===== src/rtl/y86_memory_stage_if.sv =====
// Data-memory request/acknowledge bus between the Y86 memory stage (master)
// and the data memory (slave).
interface y86_memory_stage_if #(
    parameter int DATA_W = 32
);
    logic              mem_req;
    logic              mem_we;
    logic [DATA_W-1:0] mem_addr;
    logic [DATA_W-1:0] mem_wdata;
    logic              mem_ack;
    logic [DATA_W-1:0] mem_rdata;

    modport master (
        output mem_req,
        output mem_we,
        output mem_addr,
        output mem_wdata,
        input  mem_ack,
        input  mem_rdata
    );

    modport slave (
        input  mem_req,
        input  mem_we,
        input  mem_addr,
        input  mem_wdata,
        output mem_ack,
        output mem_rdata
    );
endinterface


===== src/rtl/y86_memory_stage.sv =====
// Y86 memory stage: one instruction at a time, at most one data access, then a
// result for writeback. Define MEM_TIMEOUT_EN to abort unacknowledged accesses.
module y86_memory_stage #(
    parameter int DATA_W         = 32,
    parameter int TIMEOUT_CYCLES = 255
) (
    input  logic              clock,
    input  logic              reset,
    input  logic              in_valid,
    output logic              in_ready,
    input  logic [3:0]        icode,
    input  logic [DATA_W-1:0] valE,
    input  logic [DATA_W-1:0] valA,
    input  logic [DATA_W-1:0] valC,
    input  logic [DATA_W-1:0] valP,
    input  logic              Cnd,
    y86_memory_stage_if.master mem,
    output logic              out_valid,
    input  logic              out_ready,
    output logic [3:0]        out_icode,
    output logic [DATA_W-1:0] out_valE,
    output logic [DATA_W-1:0] out_valM,
    output logic [DATA_W-1:0] new_pc,
    output logic [1:0]        stat
);

    localparam logic [3:0] ICODE_HALT   = 4'h0;
    localparam logic [3:0] ICODE_RMMOVL = 4'h4;
    localparam logic [3:0] ICODE_MRMOVL = 4'h5;
    localparam logic [3:0] ICODE_JXX    = 4'h7;
    localparam logic [3:0] ICODE_CALL   = 4'h8;
    localparam logic [3:0] ICODE_RET    = 4'h9;
    localparam logic [3:0] ICODE_PUSHL  = 4'hA;
    localparam logic [3:0] ICODE_POPL   = 4'hB;

    localparam logic [1:0] STAT_AOK = 2'd0;
    localparam logic [1:0] STAT_HLT = 2'd1;
    localparam logic [1:0] STAT_INS = 2'd2;
    localparam logic [1:0] STAT_ADR = 2'd3;

    localparam int CNT_W = (TIMEOUT_CYCLES > 1) ? $clog2(TIMEOUT_CYCLES) : 1;

    typedef enum logic [1:0] {
        IDLE,
        REQ,
        DONE,
        STOP
    } state_t;

    state_t state;
    state_t state_next;

    logic [3:0]        r_icode;
    logic [DATA_W-1:0] r_valE;
    logic [DATA_W-1:0] r_valA;
    logic [DATA_W-1:0] r_valC;
    logic [DATA_W-1:0] r_valP;
    logic              r_cnd;
    logic [DATA_W-1:0] r_valM;
    logic [1:0]        r_stat;

    logic       accept;
    logic       ack_take;
    logic       tmo_take;
    logic [1:0] stat_in;
    logic       timeout_hit;
    logic [CNT_W-1:0] tmo_count;

    function automatic logic is_mem_op(input logic [3:0] ic);
        return ic inside {ICODE_RMMOVL, ICODE_MRMOVL, ICODE_CALL,
                          ICODE_RET, ICODE_PUSHL, ICODE_POPL};
    endfunction

    function automatic logic is_write_op(input logic [3:0] ic);
        return ic inside {ICODE_RMMOVL, ICODE_CALL, ICODE_PUSHL};
    endfunction

    always_comb begin
        stat_in = STAT_AOK;
        if (icode == ICODE_HALT) begin
            stat_in = STAT_HLT;
        end else if (icode > ICODE_POPL) begin
            stat_in = STAT_INS;
        end
    end

    // The counter only exists when the timeout feature is built in; otherwise
    // it is a constant zero and timeout_hit can never fire.
`ifdef MEM_TIMEOUT_EN
    localparam bit TMO_EN = 1'b1;

    always_ff @(posedge clock or posedge reset) begin
        if (reset) begin
            tmo_count <= '0;
        end else if (state == REQ && !mem.mem_ack) begin
            tmo_count <= tmo_count + CNT_W'(1);
        end else begin
            tmo_count <= '0;
        end
    end
`else
    localparam bit TMO_EN = 1'b0;

    assign tmo_count = '0;
`endif

    assign timeout_hit = TMO_EN && (tmo_count == CNT_W'(TIMEOUT_CYCLES - 1));

    always_ff @(posedge clock or posedge reset) begin
        if (reset) begin
            state <= IDLE;
        end else begin
            state <= state_next;
        end
    end

    // Ack is checked before the timeout so a late ack on the terminal count wins.
    always_comb begin
        state_next = state;
        accept     = 1'b0;
        ack_take   = 1'b0;
        tmo_take   = 1'b0;
        case (state)
            IDLE: begin
                if (in_valid) begin
                    accept     = 1'b1;
                    state_next = is_mem_op(icode) ? REQ : DONE;
                end
            end
            REQ: begin
                if (mem.mem_ack) begin
                    ack_take   = 1'b1;
                    state_next = DONE;
                end else if (timeout_hit) begin
                    tmo_take   = 1'b1;
                    state_next = DONE;
                end
            end
            DONE: begin
                if (out_ready) begin
                    state_next = (r_stat == STAT_AOK) ? IDLE : STOP;
                end
            end
            STOP: begin
                state_next = STOP;
            end
            default: begin
                state_next = IDLE;
            end
        endcase
    end

    always_ff @(posedge clock or posedge reset) begin
        if (reset) begin
            r_icode <= '0;
            r_valE  <= '0;
            r_valA  <= '0;
            r_valC  <= '0;
            r_valP  <= '0;
            r_cnd   <= 1'b0;
            r_valM  <= '0;
            r_stat  <= STAT_AOK;
        end else if (accept) begin
            r_icode <= icode;
            r_valE  <= valE;
            r_valA  <= valA;
            r_valC  <= valC;
            r_valP  <= valP;
            r_cnd   <= Cnd;
            r_valM  <= '0;
            r_stat  <= stat_in;
        end else if (ack_take) begin
            if (!is_write_op(r_icode)) begin
                r_valM <= mem.mem_rdata;
            end
        end else if (tmo_take) begin
            r_valM <= '0;
            r_stat <= STAT_ADR;
        end
    end

    // Bus outputs are driven only while a request is outstanding.
    always_comb begin
        mem.mem_req   = (state == REQ);
        mem.mem_we    = 1'b0;
        mem.mem_addr  = '0;
        mem.mem_wdata = '0;
        if (state == REQ) begin
            mem.mem_we   = is_write_op(r_icode);
            mem.mem_addr = (r_icode == ICODE_RET || r_icode == ICODE_POPL) ? r_valA : r_valE;
            if (is_write_op(r_icode)) begin
                mem.mem_wdata = (r_icode == ICODE_CALL) ? r_valP : r_valA;
            end
        end
    end

    always_comb begin
        case (r_icode)
            ICODE_CALL: new_pc = r_valC;
            ICODE_JXX:  new_pc = r_cnd ? r_valC : r_valP;
            ICODE_RET:  new_pc = r_valM;
            default:    new_pc = r_valP;
        endcase
    end

    assign in_ready  = (state == IDLE);
    assign out_valid = (state == DONE);
    assign out_icode = r_icode;
    assign out_valE  = r_valE;
    assign out_valM  = r_valM;
    assign stat      = r_stat;

endmodule


===== src/flat_wrapper.sv =====
// flat-port wrapper written by rule: the top's interface ports become plain ports
module y86_memory_stage_flat 
#(
    parameter int DATA_W         = 32,
    parameter int TIMEOUT_CYCLES = 255
)
  (clock, reset, in_valid, in_ready, icode, valE, valA, valC, valP, Cnd, out_valid, out_ready, out_icode, out_valE, out_valM, new_pc, stat, mem_mem_req, mem_mem_we, mem_mem_addr, mem_mem_wdata, mem_mem_ack, mem_mem_rdata);
  y86_memory_stage_if #(.DATA_W(DATA_W)) mem_i ();
  input  logic clock;
  input  logic reset;
  input  logic in_valid;
  output logic in_ready;
  input  logic [3:0] icode;
  input  logic [DATA_W-1:0] valE;
  input  logic [DATA_W-1:0] valA;
  input  logic [DATA_W-1:0] valC;
  input  logic [DATA_W-1:0] valP;
  input  logic Cnd;
  output logic out_valid;
  input  logic out_ready;
  output logic [3:0] out_icode;
  output logic [DATA_W-1:0] out_valE;
  output logic [DATA_W-1:0] out_valM;
  output logic [DATA_W-1:0] new_pc;
  output logic [1:0] stat;
  output wire logic [$bits(mem_i.mem_req)-1:0] mem_mem_req;
  output wire logic [$bits(mem_i.mem_we)-1:0] mem_mem_we;
  output wire logic [$bits(mem_i.mem_addr)-1:0] mem_mem_addr;
  output wire logic [$bits(mem_i.mem_wdata)-1:0] mem_mem_wdata;
  input wire logic [$bits(mem_i.mem_ack)-1:0] mem_mem_ack;
  input wire logic [$bits(mem_i.mem_rdata)-1:0] mem_mem_rdata;
  assign mem_mem_req = mem_i.mem_req;
  assign mem_mem_we = mem_i.mem_we;
  assign mem_mem_addr = mem_i.mem_addr;
  assign mem_mem_wdata = mem_i.mem_wdata;
  assign mem_i.mem_ack = mem_mem_ack;
  assign mem_i.mem_rdata = mem_mem_rdata;
  y86_memory_stage #(.DATA_W(DATA_W), .TIMEOUT_CYCLES(TIMEOUT_CYCLES)) u_core (.clock(clock), .reset(reset), .in_valid(in_valid), .in_ready(in_ready), .icode(icode), .valE(valE), .valA(valA), .valC(valC), .valP(valP), .Cnd(Cnd), .mem(mem_i), .out_valid(out_valid), .out_ready(out_ready), .out_icode(out_icode), .out_valE(out_valE), .out_valM(out_valM), .new_pc(new_pc), .stat(stat));
endmodule

===== config.mk =====
export PLATFORM = sky130hd
export DESIGN_NAME = y86_memory_stage_flat
export DESIGN_NICKNAME = d
export VERILOG_FILES = /design/src/rtl/y86_memory_stage_if.sv /design/src/rtl/y86_memory_stage.sv /design/src/flat_wrapper.sv
export SDC_FILE = /design/constraint.sdc
export NUM_CORES = 1
export LEC_CHECK = 0
export CAP_MARGIN = 20
export CORE_MARGIN = 3
export CORE_UTILIZATION = 40
export DETAILED_ROUTE_END_ITERATION = 16
export HOLD_SLACK_MARGIN = 0.15
export PLACE_DENSITY = 0.86
export SLEW_MARGIN = 10
export SYNTH_ARGS = -nofsm -noshare
export SYNTH_HDL_FRONTEND = slang
export SYNTH_SLANG_ARGS = --single-unit

===== constraint.sdc =====
create_clock -name clock -period 5.57 [get_ports clock]
set_input_delay 0.8355 -clock clock [delete_from_list [all_inputs] [get_ports clock]]
set_output_delay 0.8355 -clock clock [all_outputs]
set_load 0.005 [all_outputs]

Word level (Yosys, flattened, before mapping)

Cells that the tools add are included.

Output and inout port bits: 170
Bits in read-only memories: 0
Register bits: 169
Memories: 0
Latch bits: 0
Input port bits: 170
Logic and storage cells: 62
Bits in writable memories: 0

Div/mod/pow operators: 0
$add $sub $neg: 0
Magnitude comparators: 1
Multiplexer cells: 24
Shifts and indexed selects: 0
$mul: 0
Equal/unequal tests: 19
Bitwise logic cells: 0
Reduce and logical (&&, ||, !) cells: 9

Operators by type and width:

| operator                                                                | number |
|---|---|
| 32-bit two-way mux                                                      | 9 |
| 32-bit case mux with 3 select lines                                     | 1 |
| 4-bit == test, second input constant                                    | 8 |
| 4-bit by 3-bit == test with 1-bit output, second input constant         | 4 |
| 2-bit two-way mux                                                       | 8 |
| 2-bit case mux with 4 select lines                                      | 1 |
| 2-bit by 1-bit inequality test with 1-bit output, second input constant | 3 |
| 6-bit nonzero test                                                      | 1 |
| 1-bit two-way mux                                                       | 5 |
| 2-bit == test, second input constant                                    | 2 |
| 4-bit > comparator, second input constant                               | 1 |
| 2-bit zero test                                                         | 2 |
| 4-bit zero test                                                         | 1 |
| 3-bit AND reduction                                                     | 1 |
| 3-bit nonzero test                                                      | 1 |
| 2-bit by 1-bit == test with 1-bit output, second input constant         | 1 |
| 2-bit inequality test, second input constant                            | 1 |
| 2-bit AND reduction                                                     | 1 |
| 2-bit nonzero test                                                      | 1 |
| 1-bit logical OR                                                        | 1 |

Depth between registers and ports, before layout

Gate-level depths: netlist of the first run.

Word-level depth: 5
Depth in mapped cells: 7
Mapped depth without buffers: 4

Worst setup path after synthesis of the first run

OpenSTA, ideal clock, no wires.

Path type: register -> output
Start point: register u_core.r_cnd
End point: output port new_pc[10]
Cell stages (with the launch flop): 6
Path slack: 3.200 ns
Required time: 4.734 ns
Data arrival time: 1.534 ns
Buffers on the path: 2
Cells stage by stage: dfrtp_1 buf_2 buf_1 mux2_2 a222oi_1 a21oi_1

Cells in the longest elaborated chain, start to end: 2

RTL lines:

| element                             | line                    | text |
|---|---|---|
| start: declaration                  | y86_memory_stage.sv:58  | `logic r_cnd;` |
| start signal: assignment            | y86_memory_stage.sv:169 | `r_cnd <= Cnd;` |
| 32-bit two-way mux                  | y86_memory_stage.sv:200 | `ICODE_JXX: new_pc = r_cnd ? r_valC : r_valP;` |
| 32-bit case mux with 3 select lines | y86_memory_stage.sv:198 | `case (r_icode)` |
| end: declaration                    | flat_wrapper.sv:24      | `output logic [DATA_W-1:0] new_pc;` |

Every way passes these cells.

Worst setup path in the final report of the first run

Start point: register u_core.r_icode[2] (netlist: u_core.out_icode[2])
End point: output port new_pc[3]

Cells in the longest elaborated chain, start to end: 2
Elaborated cells on any way between the ends: 4
Classes of those cells: eq/ne: 3; mux: 1

RTL lines:

| element                                                                          | line                    | text |
|---|---|---|
| start: declaration                                                               | y86_memory_stage.sv:53  | `logic [3:0] r_icode;` |
| start signal: assignment                                                         | y86_memory_stage.sv:164 | `r_icode <= icode;` |
| 4-bit == test / 4-bit by 3-bit == test with 1-bit output (equally long branches) | y86_memory_stage.sv:198 |  |
| 32-bit case mux with 3 select lines (*)                                          | y86_memory_stage.sv:198 |  |

Mark *: on every way between the ends. The rest lies on a longest branch, timed or not.

==> impl_metrics.env, run 1 <==
export IMPL_clk_path_buf_depth=2
export IMPL_fmax_mhz=262
export IMPL_hold_path_depth=2
export IMPL_ys_seq_area_frac=0.480
export IMPL_start_kind="register"
export IMPL_clk_latency_ns=0.43
export IMPL_sw_frac_of_total=0.388
export IMPL_hold_violations=0
export IMPL_hold_class="register to register"
export IMPL_min_to="u_core.r_valC[4]"
export IMPL_netSwitchingPower_w=0.00268
export IMPL_p_seq_frac=0.346
export IMPL_syn_inst=1120
export IMPL_layout_commonest_cell="nand2_1"
export IMPL_r2r_end="u_core.r_valA[25]"
export IMPL_rsz0062_at_grt="false"
export IMPL_grt_pass1_vias=8731
export IMPL_fin_crit_sh=0.685
export IMPL_crit_path_end_kind="output pin"
export IMPL_finalSetupViolCount=0
export IMPL_initial_core_util=0.413
export IMPL_crit_path_max_fanout=42
export IMPL_synth_area_leaders="dfrtp_1 48%, nand2_1 24%, a21oi_1 4.8%"
export IMPL_rows=53
export IMPL_synth_area_sq_mm=0.00882
export IMPL_yosysTopAreaCell="dfrtp_1"
export IMPL_avgViaCountPerCell=5.23
export IMPL_remaining_drc_errors=0
export IMPL_drt_wl_total_um=31300
export IMPL_worst_setup_path_type="register to output pin"
export IMPL_wl_per_cell_um=18.5
export IMPL_hold_start="u_core.r_valC[4]"
export IMPL_die_x_um=154
export IMPL_slowest_delay_ns=0.60
export IMPL_dp_hpwl_um=22900
export IMPL_worstPathRequired_ns=4.73
export IMPL_nNetsFinal=1579
export IMPL_gp_congestion=0.897
export IMPL_mostFrequentLayoutCells="574 x nand2_1, 339 x clkdlybuf4s50_1, 169 x dfrtp_1"
export IMPL_setup_tns_ns=0
export IMPL_io_buffers=339
export IMPL_clkSlewWorstSetupHoldPaths_ns=0.07
export IMPL_ys_warn_count=0
export IMPL_synth_avg_cell_area_sq_um=7.87
export IMPL_antenna_found_initial=2
export IMPL_power_internal_w=0.00423
export IMPL_nFillCells=1841
export IMPL_cp_data_arrival_time_ns=2.98
export IMPL_vias=8880
export IMPL_slowest_stage="and4b_2"
export IMPL_fin_crit_ns=3.82
export IMPL_coreArea_sq_mm=0.0214
export IMPL_dieArea_sq_mm=0.0239
export IMPL_cts_root_buf="clkbuf_16"
export IMPL_cellPowerDensity_mw_per_mm2=532
export IMPL_first_pass_iters=7
export IMPL_drv_cap=0
export IMPL_cts_max_level=4
export IMPL_reg2reg_from="u_core.state[1]"
export IMPL_dp_slack_ns=2.19
export IMPL_gr_total_overflow=0
export IMPL_ant_nets=0
export IMPL_synth_cell_type_count=37
export IMPL_grt_start_max_net_pins=132
export IMPL_ys_seq_elements=169
export IMPL_peakVddDrop_mv=0.259
export IMPL_ios=340
export IMPL_p_comb_frac=0.459
export IMPL_maxSlewViolCount=0
export IMPL_cts_tree="done"
export IMPL_path_cells="and4b_2, buf_4, a22oi_1, a31oi_1, clkdlybuf4s50_1"
export IMPL_postCtsResizedCells=0
export IMPL_p_leak_nw=5.92
export IMPL_syn_num_nets=1290
export IMPL_reg2reg_depth=4
export IMPL_cts_hold_buffers=0
export IMPL_postCtsSetupBuffers=0
export IMPL_tightestPinTransition_ns=1.04
export IMPL_syn2layout_area_growth_pct=47.3
export IMPL_first_iter_violations=912
export IMPL_outcome="completed"
export IMPL_track_usage=0.257
export IMPL_cts_sinks=169
export IMPL_fin_ws_ns=1.75
export IMPL_chipHeight_um=154
export IMPL_grt_pass1_wl_um=48800
export IMPL_r2r_slack_ns=3.23
export IMPL_cts_buffers=17
export IMPL_p_clk_frac=0.195
export IMPL_slew_headroom=0.310
export IMPL_drive_gt1_frac=0.0654
export IMPL_skew_ns=0.0145
export IMPL_synth_top_area_frac=0.480
-- kinds of logic after synthesis --
kind of cell           after synthesis  synth area share
AOI/OAI and AO/OA                  134            0.0941
buffers and inverters              122            0.0609
DFF                                169             0.480
muxes                               65            0.0783
and+or+nand+nor                    630             0.287
-- registers in the layout (all words and copies together), names as in the netlist --
signal	count
u_core.stat	2
u_core.r_valC	32
u_core.r_valP	32
u_core.out_valE	32
u_core.r_valA	32
u_core.out_valM	32
u_core.state	2
u_core.out_icode	4
u_core.r_cnd	1
-- per-stage QoR --
| step | hold WS (ns) | power (W) | instance area (sq um) | util | instances |
|---|---|---|---|---|---|
| final | 0.496 | 0.00690 | 13000 | 0.608 | 1698 |
| after global routing | 0.518 | 0.00739 | 13000 | 0.608 | 1698 |
| after CTS | 0.499 | 0.00694 | 13000 | 0.608 | 1697 |
| after detailed placement | 0.481 | 0.00557 | 12300 | 0.577 | 1665 |
| after global placement | 0.475 | 0.00544 | 12300 | 0.576 | 1664 |
| after floorplan | 0.456 | 0.00388 | 8820 | - | 1120 |
-- layer usage --
metal,track usage,vias up,share of wire,wire length [um]
li1,-,4207,-,-
met1,0.353,4198,0.43,13400
met2,0.419,425,0.48,15000
met3,0.0381,48,0.068,2130
met4,0.0849,2,0.025,792
met5,0,-,0.00035,11
-- power groups by stage --
stage               Clock [W]  Sequential, W  Combinational [W]
global route          0.00142        0.00247            0.00350
finish                0.00134        0.00239            0.00317
detailed placement          0        0.00239            0.00318
floorplan                   0        0.00214            0.00174
CTS                   0.00137        0.00237            0.00320
global placement            0        0.00236            0.00307
-- synth_stat cells, drive strengths merged --
cell type,instances
nand2,574
dfrtp,169
a21oi,85
buf,48
clkbuf,38
inv,36
mux2i,33
mux2,32
nor3,31
a222oi,20
a31oi,12
a22oi,11
nor2,4
nor2b,3
nor3b,3
nor4b,3
o21ai,2
or2,2
or3b,2
a211o,1
a221o,1
and3,1
and3b,1
and4b,1
and4bb,1
nand2b,1
nand3,1
nand3b,1
o2bb2ai,1
o32ai,1
or4b,1
-- critical path: cells and delay by family (launching register included) --
family	cells	cell delay, ns
flip-flops	1	0.57
AO/OA/AOI/OAI	2	0.37
buffers and inverters	2	1.01
AND/OR/NAND/NOR	1	0.60
-- cell type report --
type	count	area, sq um	area share
sequential	169	4230	0.326
inverter	36	143	0.0110
antenna	1	2.50	0.000193
multi-input combinational	829	4070	0.313
clock buffer	17	425	0.0328
tap	275	344	0.0265
timing repair buffer	356	3540	0.273
clock inverter	15	235	0.0181
-- worst max-delay path by stage --
stage,startpoint,to,slack [ns]
after global routing,u_core.out_icode[2],new_pc[1],1.53
after CTS,u_core.out_icode[2],new_pc[24],1.72
after detailed placement,u_core.out_icode[0],new_pc[9],2.19
after global placement,u_core.out_icode[0],mem_mem_wdata[29],2.21
final,u_core.out_icode[2],new_pc[3],1.75
after floorplan,reset,u_core.out_icode[0],0.16
No activity file was read; power rests on OpenSTA's default activity.
==> inputs of run 2 (changes only) <==
--- a/config.mk
+++ b/config.mk
@@ -7,10 +7,10 @@
 export LEC_CHECK = 0
 export CAP_MARGIN = 20
 export CORE_MARGIN = 3
-export CORE_UTILIZATION = 40
+export CORE_UTILIZATION = 45
 export DETAILED_ROUTE_END_ITERATION = 16
 export HOLD_SLACK_MARGIN = 0.15
-export PLACE_DENSITY = 0.86
+export PLACE_DENSITY = 0.91
 export SLEW_MARGIN = 10
 export SYNTH_ARGS = -nofsm -noshare
 export SYNTH_HDL_FRONTEND = slang
==> constraint.sdc (replaced) <==
create_clock -name clock -period 3.8 [get_ports clock]
set_input_delay 0.57 -clock clock [delete_from_list [all_inputs] [get_ports clock]]
set_output_delay 0.57 -clock clock [all_outputs]
set_load 0.005 [all_outputs]
==> impl_metrics.env, run 2 (synthesis results as in run 1) <==
export IMPL_fin_crit_ns=3.25
export IMPL_use_met3=0.0632
export IMPL_p_clk_frac=0.181
export IMPL_rows=50
export IMPL_cts_buffers=17
export IMPL_grt_pass1_wl_um=48400
export IMPL_postCtsSetupBuffers=0
export IMPL_cts_tree="done"
export IMPL_chipHeight_um=146
export IMPL_grt_pass1_vias=8873
export IMPL_postCtsResizedCells=0
export IMPL_clk_latency_ns=0.42
export IMPL_crit_path_start="u_core.out_icode[0]"
export IMPL_fmax_mhz=307
export IMPL_cts_sinks=169
export IMPL_initial_core_util=0.465
export IMPL_drt_wl_total_um=31300
export IMPL_wl_per_cell_um=18.5
export IMPL_slew_headroom=0.469
export IMPL_setup_tns_ns=0
export IMPL_p_seq_frac=0.346
export IMPL_timing_critical_path_buf_inv=2
export IMPL_cts_max_level=4
export IMPL_fin_ws_ns=0.548
export IMPL_slowest_stage="clkdlybuf4s50_1"
export IMPL_mostFrequentLayoutCells="574 x nand2_1, 339 x clkdlybuf4s50_1, 169 x dfrtp_1"
export IMPL_first_iter_violations=886
export IMPL_layout_commonest_cell="nand2_1"
export IMPL_antenna_found_initial=2
export IMPL_cts_hold_buffers=0
export IMPL_drive_gt1_frac=0.0674
export IMPL_rsz0062_at_grt="false"
export IMPL_skew_ns=0.0119
export IMPL_dp_hpwl_um=22600
export IMPL_dp_slack_ns=0.999
export IMPL_hold_class="register to register"
export IMPL_nNetsFinal=1582
export IMPL_start_kind="register"
export IMPL_avgViaCountPerCell=5.37
export IMPL_reg2reg_from="u_core.state[1]"
export IMPL_dp_cells=1653
export IMPL_drv_cap=0
export IMPL_peakVddDrop_mv=0.372
export IMPL_outcome="completed"
export IMPL_clkSlewWorstSetupHoldPaths_ns=0.07
export IMPL_track_usage=0.286
export IMPL_grt_use_met1=0.374
export IMPL_seqCellArea_sq_mm=0.00423
export IMPL_remaining_drc_errors=0
export IMPL_dieArea_sq_mm=0.0213
export IMPL_worstPathRequired_ns=3.23
export IMPL_netSwitchingPower_w=0.00394
export IMPL_critPathTopFamily="buffers and inverters"
export IMPL_die_x_um=146
export IMPL_crit_path_max_fanout=33
export IMPL_io_buffers=339
export IMPL_clk_path_buf_depth=2
export IMPL_slowest_delay_ns=0.54
export IMPL_post_dp_cell_area_sq_mm=0.0124
export IMPL_nFillCells=1492
export IMPL_multi_input_area_sq_mm=0.00407
export IMPL_grt_busiest_layer="met2"
export IMPL_ios=340
export IMPL_cellPowerDensity_mw_per_mm2=768
export IMPL_grt_util_met2=0.467
export IMPL_crit_path_end_kind="output pin"
export IMPL_cp_data_arrival_time_ns=2.68
export IMPL_stdcell_count=1687
export IMPL_first_pass_iters=8
export IMPL_hold_start="u_core.r_valC[27]"
export IMPL_finalSetupViolCount=0
export IMPL_coreArea_sq_mm=0.0190
export IMPL_gp_congestion=0.885
export IMPL_worst_setup_path_type="register to output pin"
export IMPL_tightestPinTransition_ns=0.797
export IMPL_hold_violations=0
export IMPL_p_leak_nw=5.92
export IMPL_p_comb_frac=0.473
export IMPL_vias=9060
export IMPL_ant_nets=0
export IMPL_gr_total_overflow=0
export IMPL_final_area_sq_mm=0.0130
export IMPL_fin_crit_sh=0.856
export IMPL_grt_start_max_net_pins=136
export IMPL_cts_root_buf="clkbuf_16"
export IMPL_maxSlewViolCount=0
export IMPL_sw_frac_of_total=0.395
export IMPL_syn2layout_area_growth_pct=47.2
export IMPL_power_internal_w=0.00602
export IMPL_path_cells="nor4b_4, buf_4, a222oi_1, a21oi_1, clkdlybuf4s50_1"
[run 2: through the flow]
| stage | total power, W | hold slack, ns | util |
|---|---|---|---|
| 6_report | 0.00996 | 0.496 | 0.685 |
| 5_1_grt | 0.0106 | 0.524 | 0.684 |
| 4_1_cts | 0.00999 | 0.498 | 0.684 |
| 3_5_place_dp | 0.00815 | 0.482 | 0.652 |
| 3_3_place_gp | 0.00798 | 0.475 | 0.652 |
| 2_1_floorplan | 0.00568 | 0.456 | - |
[run 2: final timing paths]
kind / slack (ns) / to / cells past startpoint
max: 0.55 / new_pc[29] / 5
max in group asynchronous: 2.46 / u_core.r_valC[11] / 3
min: 0.50 / u_core.r_valC[27] / 2
min reg2reg: 0.50 / u_core.r_valC[27] / 2
max reg2reg: 1.69 / u_core.out_valM[28] / 5
min in group asynchronous: 0.55 / u_core.out_valE[6] / 2
[run 2: worst reg2reg max path, cell delays in order (launching register included)]
cell      delay [ns]
dfrtp_1         0.48
nand2b_1        0.21
buf_4           0.27
nor4b_4         0.25
buf_4           0.50
mux2i_1         0.31
[run 2: area by class of cell]
type / instances / area share
Antenna cell: 2 / 0.000386
Inverter: 36 / 0.0107
Clock buffer: 17 / 0.0328
Clock inverter: 15 / 0.0138
Multi-Input combinational cell: 829 / 0.314
Timing Repair Buffer: 359 / 0.278
Tap cell: 260 / 0.0251
Sequential cell: 169 / 0.326
[run 2: power groups by stage]
stage	logic, W	registers (W)	clock network [W]
after global placement	0.00460	0.00339	0
after global routing	0.00516	0.00354	0.00191
after CTS	0.00474	0.00342	0.00184
after floorplan	0.00255	0.00313	0
final	0.00471	0.00345	0.00180
after detailed placement	0.00471	0.00344	0
[run 2: per-layer routing]
metal  part of all wire  vias to the layer above
met4              0.036                        2
met3              0.084                       74
li1                   -                     4213
met2               0.47                      473
met5            0.00042                        -
met1               0.41                     4298
